<file path="src/rtl/apb_pkg.sv">
// Shared types and default widths for the APB requester slice.
package apb_pkg;

    typedef enum logic [1:0] {
        IDLE,
        SETUP,
        ACCESS
    } apb_state_e;

    localparam int APB_ADDR_W  = 32;
    localparam int APB_DATA_W  = 32;
    localparam int APB_NUM_SLV = 4;

endpackage

</file>
<file path="src/rtl/apb_master_if.sv">
// Command/response handshake plus the shared APB bus with per-slave return lanes.
interface apb_master_if
    import apb_pkg::*;
#(
    parameter int ADDR_W  = APB_ADDR_W,
    parameter int DATA_W  = APB_DATA_W,
    parameter int NUM_SLV = APB_NUM_SLV
);

    logic                        cmd_valid;
    logic                        cmd_ready;
    logic                        cmd_write;
    logic [ADDR_W-1:0]           cmd_addr;
    logic [DATA_W-1:0]           cmd_wdata;

    logic                        rsp_valid;
    logic [DATA_W-1:0]           rsp_rdata;
    logic                        rsp_err;

    logic [NUM_SLV-1:0]          PSEL;
    logic                        PENABLE;
    logic [ADDR_W-1:0]           PADDR;
    logic                        PWRITE;
    logic [DATA_W-1:0]           PWDATA;
    logic [DATA_W*NUM_SLV-1:0]   PRDATA;
    logic [NUM_SLV-1:0]          PREADY;
    logic [NUM_SLV-1:0]          PSLVERR;

    modport master (
        input  cmd_valid, cmd_write, cmd_addr, cmd_wdata,
        output cmd_ready,
        output rsp_valid, rsp_rdata, rsp_err,
        output PSEL, PENABLE, PADDR, PWRITE, PWDATA,
        input  PRDATA, PREADY, PSLVERR
    );

    modport slave (
        output cmd_valid, cmd_write, cmd_addr, cmd_wdata,
        input  cmd_ready,
        input  rsp_valid, rsp_rdata, rsp_err,
        input  PSEL, PENABLE, PADDR, PWRITE, PWDATA,
        output PRDATA, PREADY, PSLVERR
    );

endinterface

</file>
<file path="src/rtl/apb_sel_decode.sv">
// Slave index to one-hot PSEL, forced to zero outside the SETUP/ACCESS phases.
module apb_sel_decode #(
    parameter  int NUM_SLV = 4,
    localparam int SEL_W   = $clog2(NUM_SLV)
) (
    input  logic [SEL_W-1:0]   idx,
    input  logic               en,
    output logic [NUM_SLV-1:0] sel
);

    always_comb begin
        // NOTE: assign a default before any branch so no path leaves sel unassigned (no latch).
        sel = '0;
        if (en) begin
            sel[idx] = 1'b1;
        end
    end

endmodule

</file>
<file path="src/rtl/apb_master.sv">
// Single-outstanding APB3 requester: one command in, one SETUP/ACCESS transfer, one response out.
module apb_master
    import apb_pkg::*;
#(
    parameter int ADDR_W  = APB_ADDR_W,
    parameter int DATA_W  = APB_DATA_W,
    parameter int NUM_SLV = APB_NUM_SLV,
    parameter int SEL_LSB = 12,
    parameter int TIMEOUT = 16
) (
    input  logic         PCLK,
    input  logic         PRESET,
    apb_master_if.master bus
);

    localparam int SEL_W = $clog2(NUM_SLV);
    localparam int CNT_W = $clog2(TIMEOUT + 1);

    apb_state_e          state;
    logic [SEL_W-1:0]    sel_idx;
    logic [CNT_W-1:0]    wait_cnt;
    logic                penable;
    logic [ADDR_W-1:0]   paddr;
    logic                pwrite;
    logic [DATA_W-1:0]   pwdata;
    logic                rsp_valid;
    logic [DATA_W-1:0]   rsp_rdata;
    logic                rsp_err;

    logic                pready_sel;
    logic                pslverr_sel;
    logic [DATA_W-1:0]   prdata_sel;

    // Only the addressed slave's return lane is ever looked at.
    assign pready_sel  = bus.PREADY[sel_idx];
    assign pslverr_sel = bus.PSLVERR[sel_idx];
    assign prdata_sel  = bus.PRDATA[int'(sel_idx) * DATA_W +: DATA_W];

    always_ff @(posedge PCLK or posedge PRESET) begin
        // NOTE: non-blocking everywhere here so every branch reads pre-edge state.
        if (PRESET) begin
            state     <= IDLE;
            sel_idx   <= '0;
            wait_cnt  <= '0;
            penable   <= 1'b0;
            paddr     <= '0;
            pwrite    <= 1'b0;
            pwdata    <= '0;
            rsp_valid <= 1'b0;
            rsp_rdata <= '0;
            rsp_err   <= 1'b0;
        end else begin
            rsp_valid <= 1'b0;
            unique case (state)
                IDLE: begin
                    if (bus.cmd_valid) begin
                        paddr   <= bus.cmd_addr;
                        pwrite  <= bus.cmd_write;
                        pwdata  <= bus.cmd_wdata;
                        sel_idx <= bus.cmd_addr[SEL_LSB +: SEL_W];
                        state   <= SETUP;
                    end
                end
                SETUP: begin
                    // First ACCESS cycle is count 1, so TIMEOUT counts ACCESS cycles exactly.
                    penable  <= 1'b1;
                    wait_cnt <= CNT_W'(1);
                    state    <= ACCESS;
                end
                ACCESS: begin
                    if (pready_sel) begin
                        rsp_valid <= 1'b1;
                        rsp_err   <= pslverr_sel;
                        rsp_rdata <= (!pwrite && !pslverr_sel) ? prdata_sel : '0;
                        penable   <= 1'b0;
                        wait_cnt  <= '0;
                        state     <= IDLE;
                    end else if (wait_cnt == CNT_W'(TIMEOUT)) begin
                        rsp_valid <= 1'b1;
                        rsp_err   <= 1'b1;
                        rsp_rdata <= '0;
                        penable   <= 1'b0;
                        wait_cnt  <= '0;
                        state     <= IDLE;
                    end else begin
                        wait_cnt <= wait_cnt + CNT_W'(1);
                    end
                end
                default: state <= IDLE;
            endcase
        end
    end

    apb_sel_decode #(
        .NUM_SLV (NUM_SLV)
    ) u_sel_decode (
        .idx (sel_idx),
        .en  (state != IDLE),
        .sel (bus.PSEL)
    );

    assign bus.cmd_ready = (state == IDLE);
    assign bus.PENABLE   = penable;
    assign bus.PADDR     = paddr;
    assign bus.PWRITE    = pwrite;
    assign bus.PWDATA    = pwdata;
    assign bus.rsp_valid = rsp_valid;
    assign bus.rsp_rdata = rsp_rdata;
    assign bus.rsp_err   = rsp_err;

endmodule

</file>
<file path="src/flat_wrapper.sv">
// flat-port wrapper written by rule: the top's interface ports become plain ports
module apb_master_flat import apb_pkg::*;
#(
    parameter int ADDR_W  = APB_ADDR_W,
    parameter int DATA_W  = APB_DATA_W,
    parameter int NUM_SLV = APB_NUM_SLV,
    parameter int SEL_LSB = 12,
    parameter int TIMEOUT = 16
)
  (PCLK, PRESET, bus_cmd_valid, bus_cmd_write, bus_cmd_addr, bus_cmd_wdata, bus_cmd_ready, bus_rsp_valid, bus_rsp_rdata, bus_rsp_err, bus_PSEL, bus_PENABLE, bus_PADDR, bus_PWRITE, bus_PWDATA, bus_PRDATA, bus_PREADY, bus_PSLVERR);
  apb_master_if #(.ADDR_W(ADDR_W), .DATA_W(DATA_W), .NUM_SLV(NUM_SLV)) bus_i ();
  input  logic PCLK;
  input  logic PRESET;
  input wire logic [$bits(bus_i.cmd_valid)-1:0] bus_cmd_valid;
  input wire logic [$bits(bus_i.cmd_write)-1:0] bus_cmd_write;
  input wire logic [$bits(bus_i.cmd_addr)-1:0] bus_cmd_addr;
  input wire logic [$bits(bus_i.cmd_wdata)-1:0] bus_cmd_wdata;
  output wire logic [$bits(bus_i.cmd_ready)-1:0] bus_cmd_ready;
  output wire logic [$bits(bus_i.rsp_valid)-1:0] bus_rsp_valid;
  output wire logic [$bits(bus_i.rsp_rdata)-1:0] bus_rsp_rdata;
  output wire logic [$bits(bus_i.rsp_err)-1:0] bus_rsp_err;
  output wire logic [$bits(bus_i.PSEL)-1:0] bus_PSEL;
  output wire logic [$bits(bus_i.PENABLE)-1:0] bus_PENABLE;
  output wire logic [$bits(bus_i.PADDR)-1:0] bus_PADDR;
  output wire logic [$bits(bus_i.PWRITE)-1:0] bus_PWRITE;
  output wire logic [$bits(bus_i.PWDATA)-1:0] bus_PWDATA;
  input wire logic [$bits(bus_i.PRDATA)-1:0] bus_PRDATA;
  input wire logic [$bits(bus_i.PREADY)-1:0] bus_PREADY;
  input wire logic [$bits(bus_i.PSLVERR)-1:0] bus_PSLVERR;
  assign bus_i.cmd_valid = bus_cmd_valid;
  assign bus_i.cmd_write = bus_cmd_write;
  assign bus_i.cmd_addr = bus_cmd_addr;
  assign bus_i.cmd_wdata = bus_cmd_wdata;
  assign bus_cmd_ready = bus_i.cmd_ready;
  assign bus_rsp_valid = bus_i.rsp_valid;
  assign bus_rsp_rdata = bus_i.rsp_rdata;
  assign bus_rsp_err = bus_i.rsp_err;
  assign bus_PSEL = bus_i.PSEL;
  assign bus_PENABLE = bus_i.PENABLE;
  assign bus_PADDR = bus_i.PADDR;
  assign bus_PWRITE = bus_i.PWRITE;
  assign bus_PWDATA = bus_i.PWDATA;
  assign bus_i.PRDATA = bus_PRDATA;
  assign bus_i.PREADY = bus_PREADY;
  assign bus_i.PSLVERR = bus_PSLVERR;
  apb_master #(.ADDR_W(ADDR_W), .DATA_W(DATA_W), .NUM_SLV(NUM_SLV), .SEL_LSB(SEL_LSB), .TIMEOUT(TIMEOUT)) u_core (.PCLK(PCLK), .PRESET(PRESET), .bus(bus_i));
endmodule
</file>
<file path="config.mk">
export PLATFORM = sky130hd
export DESIGN_NAME = apb_master_flat
export DESIGN_NICKNAME = d
export VERILOG_FILES = /design/src/rtl/apb_pkg.sv /design/src/rtl/apb_master_if.sv /design/src/rtl/apb_sel_decode.sv /design/src/rtl/apb_master.sv /design/src/flat_wrapper.sv
export SDC_FILE = /design/constraint.sdc
export NUM_CORES = 1
export LEC_CHECK = 0
export ABC_AREA = 1
export BUFFER_PORTS_ARGS = -buffer_cell sky130_fd_sc_hd__clkbuf_2
export CELL_PAD_IN_SITES_DETAIL_PLACEMENT = 1
export CELL_PAD_IN_SITES_GLOBAL_PLACEMENT = 2
export CORE_UTILIZATION = 21
export CTS_BUF_LIST = sky130_fd_sc_hd__clkbuf_4 sky130_fd_sc_hd__clkbuf_8 sky130_fd_sc_hd__clkbuf_16
export CTS_CLUSTER_DIAMETER = 50
export CTS_CLUSTER_SIZE = 24
export DETAILED_ROUTE_END_ITERATION = 12
export PLACE_DENSITY = 0.84
export SYNTH_ARGS = -nofsm -noshare
export SYNTH_HDL_FRONTEND = slang
export SYNTH_SLANG_ARGS = --single-unit
</file>
<file path="constraint.sdc">
create_clock -name PCLK -period 3.4 [get_ports PCLK]
set_input_delay 0.34 -clock PCLK [delete_from_list [all_inputs] [get_ports PCLK]]
set_output_delay 0.34 -clock PCLK [all_outputs]
set_load 0.05 [all_outputs]
</file>
==> metrics <==
max-slew violations 0; via count between 5000 and 6000; Fin. Hold Viols 0; Core Footprint about 25000 um2; PnR worst setup slack 860.4 ps; CP cell instances inv_2, buf_4, nor3_1, clkbuf_2; WP data required 3060 ps; Synth cell types 20; # DRC 0; slowest CP cell dfrtp_2; P_leak between 4 and 5 nW; GR Overflow Total 0; initial drt markers approximately 180; Reg clk slew, reported paths around 80 ps; CP Data Arrival Time between 2000 and 2500 ps; VDD IR max 652.8 uV; Hold WC Path Type primary input to asynchronous set/reset pin; Synth Register Bits 107; fraction of layout instances using a drive strength above 1 0.4313; Setup Fix Bufs, Post-CTS 0; pwr dens between 1000 and 1500 nW/um2; RSZ-0062 raised after global routing false; slew of the pin with the lowest slew margin between 800 and 900 ps; Syn-to-layout area delta 40.59%; most frequent cells in the layout 308 x clkbuf_2, 257 x nand2_1, 104 x dfrtp_1, 74 x nand3_1, 70 x nor2_1; Setup Slack @ Placement between 1000 and 1500 ps; CP peak stage delay roughly 780 ps; Die ar. ~26000 um2; Routed Antenna Nets 0; root buffer cell clkbuf_16; CTS resizes 0; vias in the first global route 5703; syn_nets between 800 and 900; CP startpoint kind flop; Tcrit/Tclk final 0.7470; clk_lat worst skew around 350 ps; Mapped Cells about 650; TNS Setup 0 ps; first-pass GRT wire length 31.68 mm; initial antenna violation count 0; Multi-input gate area ~2500 um2; clock sink count approximately 110; drt pass-1 iters 5; total global-route track usage 0.1567; Final min period around 2500 ps; Top Ports 309; Crit Path Class flop to output pin; Fmax 393.8 MHz; Avg WL per Cell ~16 um; most common cell after layout, fill and taps aside clkbuf_2; largest area contributor in the netlist dfrtp_1; max_cap viols 0; Max FO, Critical Path 29; Seq/Total Area, Yosys 0.4938; H-Tree Depth 3; CP endpoint kind output pin; Inserted Clock Buffers 9; num rows 58; Clock Tree Buf Depth 2; global placement routability congestion 0.7708; Rel. slew slack 0.4637; largest net degree at the start of global routing 60; # setup viols final 0; via/cell ratio around 4.3; sequential cell area 2681 um2; TritonCTS clock tree yes; Synth Area per Inst roughly 8.3 um2; die outline height about 160 um; Die W about 160 um; fillers between 3000 and 4000; Yosys Warn Count 0; Layout Nets between 1000 and 1500; initial core utilization 0.2147; antenna cell count 0; HPWL Detailed 15.86 mm; Port-buffer cells 308; post-synthesis cell area between 5000 and 6000 um2; outcome completed; ranking of synthesized cells by area dfrtp_1 49%, nand2_1 18%, mux2_2 13%, nand3_1 6.8%, nor2_1 4.9%; area share of the largest cell type after synthesis 0.4938; Routed WL between 20 and 25 mm; Post-CTS Hold Buffers 0; Worst Clk Skew between 8 and 9 ps
-- cells by family (layout without fill, tap and decap cells) --
| kind of cell | count (synthesis) | in the layout | synth area share |
|---|---|---|---|
| AND/OR/NAND/NOR | 410 | 410 | 0.3034 |
| flip-flops | 107 | 107 | 0.4938 |
| multiplexers | 63 | 63 | 0.1308 |
| buffers and inverters | 54 | 348 | 0.04499 |
| AO/OA/AOI/OAI | 9 | 9 | 0.008306 |
| adder cells (fa/ha/maj) | 6 | 6 | 0.01384 |
| XOR/XNOR | 3 | 3 | 0.004846 |
-- stage by stage --
stage | util | cells | area [um2] | total power, mW | hold WS [ps]
6_report | 0.3019 | 1276 | 7624 | 8.636 | 73.43
5_1_grt | 0.3019 | 1276 | 7624 | 9.213 | 128.4
4_1_cts | 0.3019 | 1276 | 7624 | 8.796 | 99.70
3_5_place_dp | 0.2887 | 1260 | 7291 | 7.592 | 465.1
3_3_place_gp | 0.2887 | 1260 | 7291 | 7.497 | 457.4
2_1_floorplan | - | 652 | 5423 | 6.118 | 467.1
-- Yosys cell counts, drive strengths merged --
cell type	number
a21oi	8
nor2	72
o21ai	1
mux2	63
buf	26
xor2	3
nand4	2
clkinv	1
dfrtp	107
nor3	3
inv	14
ha	6
clkbuf	13
nand2	259
nand3	74
-- registers in the layout (all words and copies together) (netlist names) --
register              flops
u_core.bus.PWRITE         1
u_core.wait_cnt           5
u_core.bus.rsp_err        1
u_core.bus.PWDATA        32
u_core.bus.rsp_rdata     32
u_core.bus.PENABLE        1
u_core.bus.rsp_valid      1
u_core.bus.PADDR         32
u_core.state              2
-- report_power, final --
part | switching [mW] | total, mW | internal, mW
sequential | 0.492 | 2.36 | 1.87
combinational | 3.79 | 5.12 | 1.33
clock | 0.552 | 1.15 | 0.601
total | 4.84 | 8.64 | 3.80
-- layout make-up --
type,count,share of cell area
flip-flops and latches,107,0.3517
multi-input cells,491,0.3301
repair buffers,317,0.2127
well taps,330,0.05416
clock buffers,9,0.02954
clock inverters,7,0.01411
inverters,15,0.007714
-- critical path, delay by kind of cell, from the launching register on --
family,cells,cell delay [ps]
buffers and inverters,3,880
flip-flops,1,780
AND/OR/NAND/NOR,1,180
-- per-layer routing --
metal | GRT usage | wire [um] | vias to the layer above
met5 | 0 | 0 | -
met4 | 0.02761 | 150 | 0
met3 | 0.05831 | 2138 | 11
met2 | 0.2778 | 10160 | 234
met1 | 0.1803 | 8391 | 2599
li1 | - | - | 2656
-- final timing paths --
path                                 startpoint                  endpoint  slack [ps]  cells past startpoint
setup / recovery           u_core.bus.PADDR[12]               bus_PSEL[1]         860                      4
hold / removal                           PRESET   u_core.bus.rsp_rdata[0]          70                      2
setup reg to reg           u_core.bus.PADDR[12]  u_core.bus.rsp_rdata[24]        1120                      8
hold reg to reg              u_core.bus.PENABLE        u_core.bus.PENABLE         480                      2
max in group asynchronous                PRESET      u_core.bus.PADDR[12]        2520                      3
min in group PCLK               bus_cmd_addr[5]       u_core.bus.PADDR[5]         210                      2
Power figures use the tool's default switching activity.
